File: src/rtl/axi_slv_rd_ctrl_pkg.sv
// Shared AXI widths, burst/resp encodings, FSM states and request record for the slave read responder.
// AXI_SLV_RD_WRAP_EN enables WRAP burst addressing; without it WRAP bursts answer SLVERR.
`ifndef AXI_ID_WIDTH
`define AXI_ID_WIDTH 4
`endif
`ifndef AXI_ADDR_WIDTH
`define AXI_ADDR_WIDTH 32
`endif
`ifndef AXI_DATA_WIDTH
`define AXI_DATA_WIDTH 32
`endif
`ifndef AXI_LEN_WIDTH
`define AXI_LEN_WIDTH 8
`endif
`ifndef AXI_SIZE_WIDTH
`define AXI_SIZE_WIDTH 3
`endif
`ifndef AXI_BURST_WIDTH
`define AXI_BURST_WIDTH 2
`endif
`ifndef AXI_RESP_WIDTH
`define AXI_RESP_WIDTH 2
`endif
`ifndef AXI_LOCK_WIDTH
`define AXI_LOCK_WIDTH 1
`endif
`ifndef AXI_CACHE_WIDTH
`define AXI_CACHE_WIDTH 4
`endif
`ifndef AXI_PROT_WIDTH
`define AXI_PROT_WIDTH 3
`endif
`ifndef AXI_QOS_WIDTH
`define AXI_QOS_WIDTH 4
`endif
`ifndef AXI_REGION_WIDTH
`define AXI_REGION_WIDTH 4
`endif

package axi_slv_rd_ctrl_pkg;

    localparam int AW = `AXI_ADDR_WIDTH;
    localparam int DW = `AXI_DATA_WIDTH;
    localparam int IW = `AXI_ID_WIDTH;
    localparam int LW = `AXI_LEN_WIDTH;
    localparam int SW = `AXI_SIZE_WIDTH;
    localparam int BW = `AXI_BURST_WIDTH;
    localparam int RW = `AXI_RESP_WIDTH;

    localparam logic [BW-1:0] BURST_FIXED = 2'b00;
    localparam logic [BW-1:0] BURST_INCR  = 2'b01;
    localparam logic [BW-1:0] BURST_WRAP  = 2'b10;

    localparam logic [RW-1:0] RESP_OKAY   = 2'b00;
    localparam logic [RW-1:0] RESP_SLVERR = 2'b10;

    localparam logic [1:0] ST_IDLE  = 2'd0;
    localparam logic [1:0] ST_FETCH = 2'd1;
    localparam logic [1:0] ST_RESP  = 2'd2;

    typedef struct packed {
        logic [IW-1:0] id;
        logic [AW-1:0] addr;
        logic [LW-1:0] len;
        logic [SW-1:0] size;
        logic [BW-1:0] burst;
    } rd_req_t;

`ifdef AXI_SLV_RD_WRAP_EN
    function automatic logic wrap_len_ok(input logic [LW-1:0] len);
        return len inside {LW'(1), LW'(3), LW'(7), LW'(15)};
    endfunction
`endif

endpackage

File: src/rtl/axi_slv_rd_ctrl_addr_gen.sv
// Combinational next-beat address for FIXED/INCR/WRAP bursts.
// WRAP boundary logic exists only when AXI_SLV_RD_WRAP_EN is defined.
import axi_slv_rd_ctrl_pkg::*;

module axi_burst_addr_gen (
    input  logic [`AXI_ADDR_WIDTH-1:0]  addr,
    input  logic [`AXI_SIZE_WIDTH-1:0]  size,
    input  logic [`AXI_LEN_WIDTH-1:0]   len,
    input  logic [`AXI_BURST_WIDTH-1:0] burst,
    output logic [`AXI_ADDR_WIDTH-1:0]  next_addr
);

    logic [AW-1:0] step;
    logic [AW-1:0] aligned;

    assign step    = AW'(1) << size;
    assign aligned = addr & ~(step - AW'(1));

`ifdef AXI_SLV_RD_WRAP_EN
    logic [AW-1:0] wrap_len;
    logic [AW-1:0] wrap_mask;
    logic [AW-1:0] boundary;

    assign wrap_len  = (AW'(len) + AW'(1)) << size;
    assign wrap_mask = wrap_len - AW'(1);
    assign boundary  = addr & ~wrap_mask;
`else
    logic unused_len;
    assign unused_len = ^len;
`endif

    always_comb begin
        next_addr = addr;
        case (burst)
            BURST_INCR: next_addr = aligned + step;
`ifdef AXI_SLV_RD_WRAP_EN
            BURST_WRAP: next_addr = boundary + ((addr + step) & wrap_mask);
`endif
            default:    next_addr = addr;
        endcase
    end

endmodule

File: src/rtl/axi_slv_rd_ctrl.sv
// AXI4 slave read responder: one AR at a time, one memory fetch per R beat.
// AXI_SLV_RD_WRAP_EN enables WRAP bursts (arlen 1/3/7/15); otherwise WRAP returns SLVERR.
import axi_slv_rd_ctrl_pkg::*;

// state    | meaning
// ST_IDLE  | arready high, waiting for an AR request
// ST_FETCH | one-cycle memory read strobe for the current beat
// ST_RESP  | R beat presented, held until rready
module axi_slv_rd_ctrl (
    input  logic                         clk,
    input  logic                         rst_n,
    input  logic                         axi_slv_arvalid,
    output logic                         axi_slv_arready,
    input  logic [`AXI_ID_WIDTH-1:0]     axi_slv_arid,
    input  logic [`AXI_ADDR_WIDTH-1:0]   axi_slv_araddr,
    input  logic [`AXI_LEN_WIDTH-1:0]    axi_slv_arlen,
    input  logic [`AXI_SIZE_WIDTH-1:0]   axi_slv_arsize,
    input  logic [`AXI_BURST_WIDTH-1:0]  axi_slv_arburst,
    input  logic [`AXI_LOCK_WIDTH-1:0]   axi_slv_arlock,
    input  logic [`AXI_CACHE_WIDTH-1:0]  axi_slv_arcache,
    input  logic [`AXI_PROT_WIDTH-1:0]   axi_slv_arprot,
    input  logic [`AXI_QOS_WIDTH-1:0]    axi_slv_arqos,
    input  logic [`AXI_REGION_WIDTH-1:0] axi_slv_arregion,
    output logic                         axi_slv_rvalid,
    input  logic                         axi_slv_rready,
    output logic [`AXI_ID_WIDTH-1:0]     axi_slv_rid,
    output logic [`AXI_DATA_WIDTH-1:0]   axi_slv_rdata,
    output logic [`AXI_RESP_WIDTH-1:0]   axi_slv_rresp,
    output logic                         axi_slv_rlast,
    output logic                         mem_rd_en,
    output logic [`AXI_ADDR_WIDTH-1:0]   mem_rd_addr,
    input  logic [`AXI_DATA_WIDTH-1:0]   mem_rd_data,
    input  logic                         mem_rd_err
);

    logic [1:0]    state;
    rd_req_t       req_q;
    logic [LW:0]   beat_q;
    logic          bad_q;
    logic          first_q;
    logic [DW-1:0] hold_data_q;
    logic          hold_err_q;
    logic [AW-1:0] next_addr;
    logic          wrap_ok;
    logic          burst_ok;
    logic          ar_hs;
    logic          r_hs;
    logic          last_beat;
    logic          beat_err;
    logic          unused_ar;

    assign unused_ar = ^{axi_slv_arlock, axi_slv_arcache, axi_slv_arprot,
                         axi_slv_arqos, axi_slv_arregion};

`ifdef AXI_SLV_RD_WRAP_EN
    assign wrap_ok = wrap_len_ok(axi_slv_arlen);
`else
    assign wrap_ok = 1'b0;
`endif

    always_comb begin
        burst_ok = 1'b0;
        case (axi_slv_arburst)
            BURST_FIXED, BURST_INCR: burst_ok = 1'b1;
            BURST_WRAP:              burst_ok = wrap_ok;
            default:                 burst_ok = 1'b0;
        endcase
    end

    axi_burst_addr_gen u_addr_gen (
        .addr      (req_q.addr),
        .size      (req_q.size),
        .len       (req_q.len),
        .burst     (req_q.burst),
        .next_addr (next_addr)
    );

    assign axi_slv_arready = (state == ST_IDLE);
    assign axi_slv_rvalid  = (state == ST_RESP);
    assign ar_hs           = axi_slv_arvalid && axi_slv_arready;
    assign r_hs            = axi_slv_rvalid && axi_slv_rready;
    assign last_beat       = (beat_q == {1'b0, req_q.len});

    // First RESP cycle forwards the memory port; later cycles replay the holding registers.
    assign beat_err      = first_q ? (bad_q || mem_rd_err) : hold_err_q;
    assign axi_slv_rdata = first_q ? (bad_q ? '0 : mem_rd_data) : hold_data_q;
    assign axi_slv_rresp = beat_err ? RESP_SLVERR : RESP_OKAY;
    assign axi_slv_rlast = axi_slv_rvalid && last_beat;
    assign axi_slv_rid   = req_q.id;

    assign mem_rd_en   = (state == ST_FETCH) && !bad_q;
    assign mem_rd_addr = req_q.addr;

    always_ff @(posedge clk or negedge rst_n) begin
        if (!rst_n) begin
            state       <= ST_IDLE;
            req_q       <= '0;
            beat_q      <= '0;
            bad_q       <= 1'b0;
            first_q     <= 1'b0;
            hold_data_q <= '0;
            hold_err_q  <= 1'b0;
        end else begin
            first_q <= 1'b0;
            if (first_q) begin
                hold_data_q <= bad_q ? '0 : mem_rd_data;
                hold_err_q  <= bad_q || mem_rd_err;
            end
            case (state)
                ST_IDLE: begin
                    if (ar_hs) begin
                        req_q.id    <= axi_slv_arid;
                        req_q.addr  <= axi_slv_araddr;
                        req_q.len   <= axi_slv_arlen;
                        req_q.size  <= axi_slv_arsize;
                        req_q.burst <= axi_slv_arburst;
                        beat_q      <= '0;
                        bad_q       <= !burst_ok;
                        state       <= ST_FETCH;
                    end
                end
                ST_FETCH: begin
                    first_q <= 1'b1;
                    state   <= ST_RESP;
                end
                ST_RESP: begin
                    if (r_hs) begin
                        if (last_beat) begin
                            state <= ST_IDLE;
                        end else begin
                            req_q.addr <= next_addr;
                            beat_q     <= beat_q + 1'b1;
                            state      <= ST_FETCH;
                        end
                    end
                end
                default: state <= ST_IDLE;
            endcase
        end
    end

endmodule

File: config.mk
export PLATFORM = sky130hd
export DESIGN_NAME = axi_slv_rd_ctrl
export DESIGN_NICKNAME = d
export VERILOG_FILES = /design/src/rtl/axi_slv_rd_ctrl_pkg.sv /design/src/rtl/axi_slv_rd_ctrl_addr_gen.sv /design/src/rtl/axi_slv_rd_ctrl.sv
export SDC_FILE = /design/constraint.sdc
export NUM_CORES = 1
export LEC_CHECK = 0
export BUFFER_PORTS_ARGS = -buffer_cell sky130_fd_sc_hd__buf_2
export CORE_ASPECT_RATIO = 0.6
export CORE_UTILIZATION = 42
export DETAILED_ROUTE_END_ITERATION = 6
export PLACE_DENSITY = 0.78
export REMOVE_ABC_BUFFERS = 1
export SLEW_MARGIN = 20
export SYNTH_ARGS = -nofsm -noshare
export SYNTH_HDL_FRONTEND = slang
export SYNTH_SLANG_ARGS = --single-unit
File: constraint.sdc
create_clock -name clk -period 4.85 [get_ports clk]
set_input_delay 0.97 -clock clk [delete_from_list [all_inputs] [get_ports clk]]
set_output_delay 0.97 -clock clk [all_outputs]
set_load 0.02 [all_outputs]
==> flow_summary.ini, run 1 <==
[power_and_ir_drop]
irDropWorstVdd_uv = 307
finalPower_w = 0.00421
power.density_nw_per_um2 = 653
power.leakage_nw = 3.13

[place]
routabilityCongestion = 0.923
post-dp-hpwl_um = 10100
place_ws_ns = 1.45
port_buffers = 158

[setup_path]
critPathArrivalTime_ns = 3.79
worstSetupPathType = reg -> reg
cells_on_worst_reg2reg_path = 8
worstPathRequired_ns = 5.12
cp.depth = 8
timing.critical_path.cells = or3_1, ha_1, nand2_1, o211ai_1, a211oi_4, o21ai_1, or4_1, nand3_1
cp_top_family = simple AND/OR/NAND/NOR gates
critical_path.n_buffers_inverters = 0
crit_path_max_incr_delay_ns = 0.62
critPathMaxFanout = 21
startpoint_type = flip-flop
timing.critical_path.slowest_stage_cell = sky130_fd_sc_hd__dfrtp_1
worstSetupEndpointType = flip-flop

[cts]
cts_max_level = 3
worst_skew_pair_latency_ns = 0.34
cts-buffers-inserted = 9
cts_tree = done
cts_buffer_depth = 2
clk_pin_slew_worst_paths_ns = 0.07
clock_sinks = 95
cts_hold_buf = 0
postCtsSetupRepairBufs = 0
cts_resized = 0
clock_tree.root_cell = sky130_fd_sc_hd__clkbuf_16

[floorplan]
row_count = 32
initial_core_util_pct = 43.1
design.core.area_um2 = 12800
dieArea_um2 = 13600
chipHeight_um = 90.8
die-width_um = 150
num_io_pins = 176

[detailed_routing]
routed_wirelength_um = 14100
avgViaCountPerCell = 5.30
route.antenna.remaining_nets = 0
drt-pass1-iter-count = 5
routed_wire_length_per_instance_um = 15.2
vias = 4915
remaining_drc_errors = 0
dr.first_iter.drc_count = 389

[layout]
insertedDiodeCount = 0
post_route_cells_drive_above_1_share_pct = 25.8
multi_input_area_um2 = 2570
design.final.nets = 860
layout.core_utilization_pct = 50.4
seq_area_um2 = 2380
area.growth.synth_to_final_pct = 16.8
final.fill_count = 1251

[logic_synthesis]
synthTopCellsByCount = sky130_fd_sc_hd__nand2_1, sky130_fd_sc_hd__dfrtp_1, sky130_fd_sc_hd__o21ai_0, sky130_fd_sc_hd__inv_1, sky130_fd_sc_hd__buf_4
synth_top_cell_by_area = sky130_fd_sc_hd__dfrtp_1
synth.cell_area_um2 = 5520
synth.yosys.seq_area_share_pct = 43.1
synth_cell_types = 68
yosysWarningCount = 0
commonest_register_cell_after_synthesis = sky130_fd_sc_hd__dfrtp_1
yosys-top-cells-area = sky130_fd_sc_hd__dfrtp_1, sky130_fd_sc_hd__nand2_1, sky130_fd_sc_hd__buf_4
syn_inst = 645
synth-async-reset-ratio_pct = 100
synth-edff-count = 0
syn_avg_cell_area_um2 = 8.56
yosysMostFrequentCell = sky130_fd_sc_hd__nand2_1
netlist.area_leader.share_pct = 43.1
postSynthRegisterBits = 95

[status]
run_status = complete, no violations

[global_route]
first_global_vias = 4414
grt_max_degree = 71
antenna_found_initial = 0
globalRouteOverflowTotal = 0
global_route_wire_length_before_repair_um = 23100
groute.usage.overall_pct = 21.7

[sta]
grt_setup_unrepaired = no
finalClockSkew_ns = 0.00803
setup_ws_ns = 1.33
finalMaxSlewViolations = 0
max_freq_mhz = 284
totalNegativeSetupSlack_ns = 0
finalWorstPathRequiredPeriod_ns = 3.52
setup-violations-final = 0
timing.final.hold_violations = 0
finalCritPeriodShare_pct = 72.6
slew-limit-headroom_pct = 39.2
worst-slew-pin-transition_ns = 0.911

[job]
drv.max_cap_violation_count = 0

[min_path]
hold_path.class = reg -> reg
timing.hold.worst_path_depth = 2
cell type report:
class | instances | share of cell area (%)
multi-input cells | 437 | 39.9
flip-flops and latches | 95 | 36.9
repair buffers | 165 | 13.1
clock buffers | 11 | 3.76
well taps | 170 | 3.30
inverters | 44 | 2.56
clock inverters | 5 | 0.504
stage by stage:
| stage | area (µm²) | hold WS, ns | std cells |
|---|---|---|---|
| floorplan | 5110 | 0.438 | 576 |
| global placement | 6180 | 0.454 | 911 |
| detailed placement | 6180 | 0.457 | 911 |
| CTS | 6450 | 0.474 | 927 |
| global route | 6450 | 0.492 | 927 |
| finish | 6450 | 0.468 | 927 |
flip-flops by register name, indices dropped and copies added (netlist names):
register	flops
bad_q	1
hold_err_q	1
req_q	13
mem_rd_addr	32
hold_data_q	32
axi_slv_rid	4
first_q	1
state	2
beat_q	9
path summary, 6_finish.rpt:
path                                start              end  slack [ns]
max in group asynchronous           rst_n         state[0]        3.17
max reg2reg                      req_q[2]  mem_rd_addr[29]        1.33
min                        axi_slv_rid[1]   axi_slv_rid[1]        0.47
min in group asynchronous           rst_n   axi_slv_rid[1]        0.77
max                              req_q[2]  mem_rd_addr[29]        1.33
min reg2reg                axi_slv_rid[1]   axi_slv_rid[1]        0.47
worst reg2reg max path, stage by stage, from the launching register on:
cell and delay, ns:
sky130_fd_sc_hd__dfrtp_1 0.62, sky130_fd_sc_hd__or3_1 0.46, sky130_fd_sc_hd__ha_1 0.31, sky130_fd_sc_hd__nand2_1 0.62, sky130_fd_sc_hd__o211ai_1 0.29, sky130_fd_sc_hd__a211oi_4 0.41, sky130_fd_sc_hd__o21ai_1 0.20, sky130_fd_sc_hd__or4_1 0.43
sky130_fd_sc_hd__nand3_1 0.09
placed cells by master, fill, tap and decap left out, types with 10 or more instances in the layout:
| cell | count |
|---|---|
| sky130_fd_sc_hd__a22oi_1 | 21 |
| sky130_fd_sc_hd__and3_1 | 10 |
| sky130_fd_sc_hd__buf_2 | 157 |
| sky130_fd_sc_hd__dfrtp_1 | 95 |
| sky130_fd_sc_hd__inv_1 | 43 |
| sky130_fd_sc_hd__nand2_1 | 125 |
| sky130_fd_sc_hd__nand3_1 | 18 |
| sky130_fd_sc_hd__nor2_1 | 34 |
| sky130_fd_sc_hd__o211ai_1 | 12 |
| sky130_fd_sc_hd__o21ai_0 | 55 |
| sky130_fd_sc_hd__xnor2_1 | 15 |
| sky130_fd_sc_hd__xor2_1 | 16 |
where the power goes:
part	switching (W)	internal, W
registers	0.000337	0.00112
logic	0.00136	0.000731
clock network	0.000298	0.000362
total	0.00199	0.00221
layer usage:
layer	global-route usage, %	share of wire [%]	wire length, µm	vias up
li1	-	-	-	2408
met1	34.2	50	7130	2316
met2	30.2	41	5820	185
met3	4.24	7.7	1090	6
met4	4.12	0.59	83	0
met5	0	0	0	-
logic make-up after synthesis:
group	after synthesis	synth area share, %
AOI/OAI and AO/OA	150	18.7
adders and majority gates	6	1.36
DFF	95	43.1
xor gates and xnor gates	31	4.92
other	1	0.0679
muxes	3	0.544
and+or+nand+nor	246	20.9
buffers and inverters	113	10.4
Power figures use the tool's default switching activity.
==> run 2, diff against run 1 <==
==> constraint.sdc (replaced) <==
create_clock -name clk -period 3.5 [get_ports clk]
set_input_delay 0.7 -clock clk [delete_from_list [all_inputs] [get_ports clk]]
set_output_delay 0.7 -clock clk [all_outputs]
set_load 0.02 [all_outputs]
==> run 2 against run 1 <==
Global-route usage grew 0.20 points. Clock-buffer cell count fell by 1. Critical path depth increased by 1. Register-to-register slack lost 1.1 ns. Sequential share of layout area down 0.67 points. Sequential power grew 36%. Cell count up 0.54%. Clock power rose by 65%. Non-clock buffer count rose by 5. Worst setup slack worse by 1.1 ns. Largest power group unchanged. Highest routed layer unchanged.
==> flow_summary.ini, run 2 (same netlist as run 1, synthesis figures left out) <==
[sta]
setup_ws_ns = 0.224
setup-violations-final = 0
max_freq_mhz = 305
slew-limit-headroom_pct = 43.3
worst-slew-pin-transition_ns = 0.849
finalMaxSlewViolations = 0
totalNegativeSetupSlack_ns = 0
finalCritPeriodShare_pct = 93.6
finalWorstPathRequiredPeriod_ns = 3.28
finalClockSkew_ns = 0.00816
grt_setup_unrepaired = no
timing.final.hold_violations = 0

[setup_path]
timing.critical_path.slowest_stage_cell = sky130_fd_sc_hd__or4_1
worstSetupEndpointType = flip-flop
critPathArrivalTime_ns = 3.55
timing.critical_path.cells = or3_1, ha_1, or2_0, a311o_1, o21bai_4, a211oi_4, nor2_2, or4_1, nand3_1
worstPathRequired_ns = 3.77
critPathMaxFanout = 9
cells_on_worst_reg2reg_path = 9
worstSetupPathType = reg -> reg
crit_path_max_incr_delay_ns = 0.51
startpoint_type = flip-flop

[place]
placed_cells = 916
post-dp-hpwl_um = 10400
port_buffers = 158
routabilityCongestion = 0.920
detailed_place.area_um2 = 6230
place_ws_ns = 0.0841

[detailed_routing]
route.antenna.remaining_nets = 0
avgViaCountPerCell = 5.30
routed_wirelength_um = 14300
remaining_drc_errors = 0
dr.first_iter.drc_count = 462
routed_wire_length_per_instance_um = 15.4
vias = 4940
drt-pass1-iter-count = 7

[floorplan]
design.core.area_um2 = 12800
chipHeight_um = 90.8
dieArea_um2 = 13600
num_io_pins = 176
row_count = 32
die-width_um = 150
initial_core_util_pct = 43.1

[cts]
cts_tree = done
clk_pin_slew_worst_paths_ns = 0.07
cts_max_level = 3
cts_resized = 0
clock_tree.root_cell = sky130_fd_sc_hd__clkbuf_16
cts-buffers-inserted = 9
worst_skew_pair_latency_ns = 0.34
cts_buffer_depth = 2
cts_hold_buf = 0
clock_sinks = 95
postCtsSetupRepairBufs = 0

[layout]
mostFrequentLayoutCells = sky130_fd_sc_hd__buf_2, sky130_fd_sc_hd__nand2_1, sky130_fd_sc_hd__dfrtp_1
final.fill_count = 1234
final_common_cell = sky130_fd_sc_hd__buf_2
post_route_cells_drive_above_1_share_pct = 26.5
insertedDiodeCount = 0
seq_area_um2 = 2380
final_design_area_excluding_fillers_um2 = 6570
layout.cells.non_filler = 932
design.final.nets = 865
multi_input_area_um2 = 2590
area.growth.synth_to_final_pct = 19.0

[power_and_ir_drop]
power.leakage_nw = 3.18
power.density_nw_per_um2 = 922
irDropWorstVdd_uv = 360

[global_route]
antenna_found_initial = 0
grt_max_degree = 60
globalRouteOverflowTotal = 0
first_global_vias = 4542
groute.usage.overall_pct = 21.9
global_route_wire_length_before_repair_um = 23500

[status]
run_status = complete, no violations

[min_path]
hold_path.class = in -> async

[job]
drv.max_cap_violation_count = 0
[run 2: cell count changes in the layout (fill, tap and decap cells not counted)]
cell | previous run | this run
sky130_fd_sc_hd__o31ai_2 | 0 | 1
sky130_fd_sc_hd__o21ai_4 | 0 | 1
sky130_fd_sc_hd__o21ai_2 | 2 | 1
sky130_fd_sc_hd__buf_4 | 8 | 12
sky130_fd_sc_hd__inv_6 | 1 | 2
sky130_fd_sc_hd__and2_4 | 0 | 1
sky130_fd_sc_hd__and2_2 | 1 | 0
sky130_fd_sc_hd__buf_12 | 0 | 1
sky130_fd_sc_hd__clkbuf_1 | 1 | 0
sky130_fd_sc_hd__o31ai_1 | 4 | 3
sky130_fd_sc_hd__bufinv_16 | 0 | 2
sky130_fd_sc_hd__clkinv_2 | 3 | 1
[run 2: per-layer routing]
layer / up-vias / part of all wire, % / GRT usage [%]
met3: 7 / 8.6 / 4.85
met2: 207 / 40 / 30.5
met5: - / 0 / 0
met4: 0 / 0.50 / 3.79
met1: 2313 / 51 / 34.3
li1: 2413 / - / -
[run 2: stage by stage]
step | utilization (%) | hold WS, ns | total power [W]
final | 51.3 | 0.322 | 0.00606
after global routing | 51.3 | 0.351 | 0.00652
after CTS | 51.2 | 0.333 | 0.00608
after detailed placement | 48.6 | 0.464 | 0.00497
after global placement | 48.6 | 0.454 | 0.00489
after floorplan | - | 0.404 | 0.00388
[run 2: path summary, 6_finish.rpt]
path / to / slack [ns] / start
setup / recovery: mem_rd_addr[21] / 0.22 / req_q[3]
hold / removal: axi_slv_rid[2] / 0.32 / rst_n
setup reg to reg: mem_rd_addr[21] / 0.22 / req_q[3]
hold reg to reg: axi_slv_rid[3] / 0.47 / axi_slv_rid[3]
max in group asynchronous: req_q[11] / 2.49 / rst_n
min in group clk: axi_slv_rid[3] / 0.47 / axi_slv_rid[3]
[run 2: final cells by class]
class | instances | share of cell area [%]
Multi-Input combinational cell | 437 | 39.4
Sequential cell | 95 | 36.2
Timing Repair Buffer | 170 | 13.6
Clock buffer | 10 | 3.64
Tap cell | 170 | 3.24
Inverter | 44 | 2.51
Clock inverter | 6 | 1.39
[run 2: worst max-delay path, delay by kind of cell (launching register included)]
kind	cells	cell delay, ns
compound gates	3	1.04
flops	1	0.45
fa+ha+maj	1	0.32
simple gates	5	1.40
[run 2: power by group]
group          switching [W]  internal, W  leakage (nW)
registers           0.000421      0.00156          1.20
logic                0.00195      0.00105          1.82
clock network       0.000434     0.000651         0.163
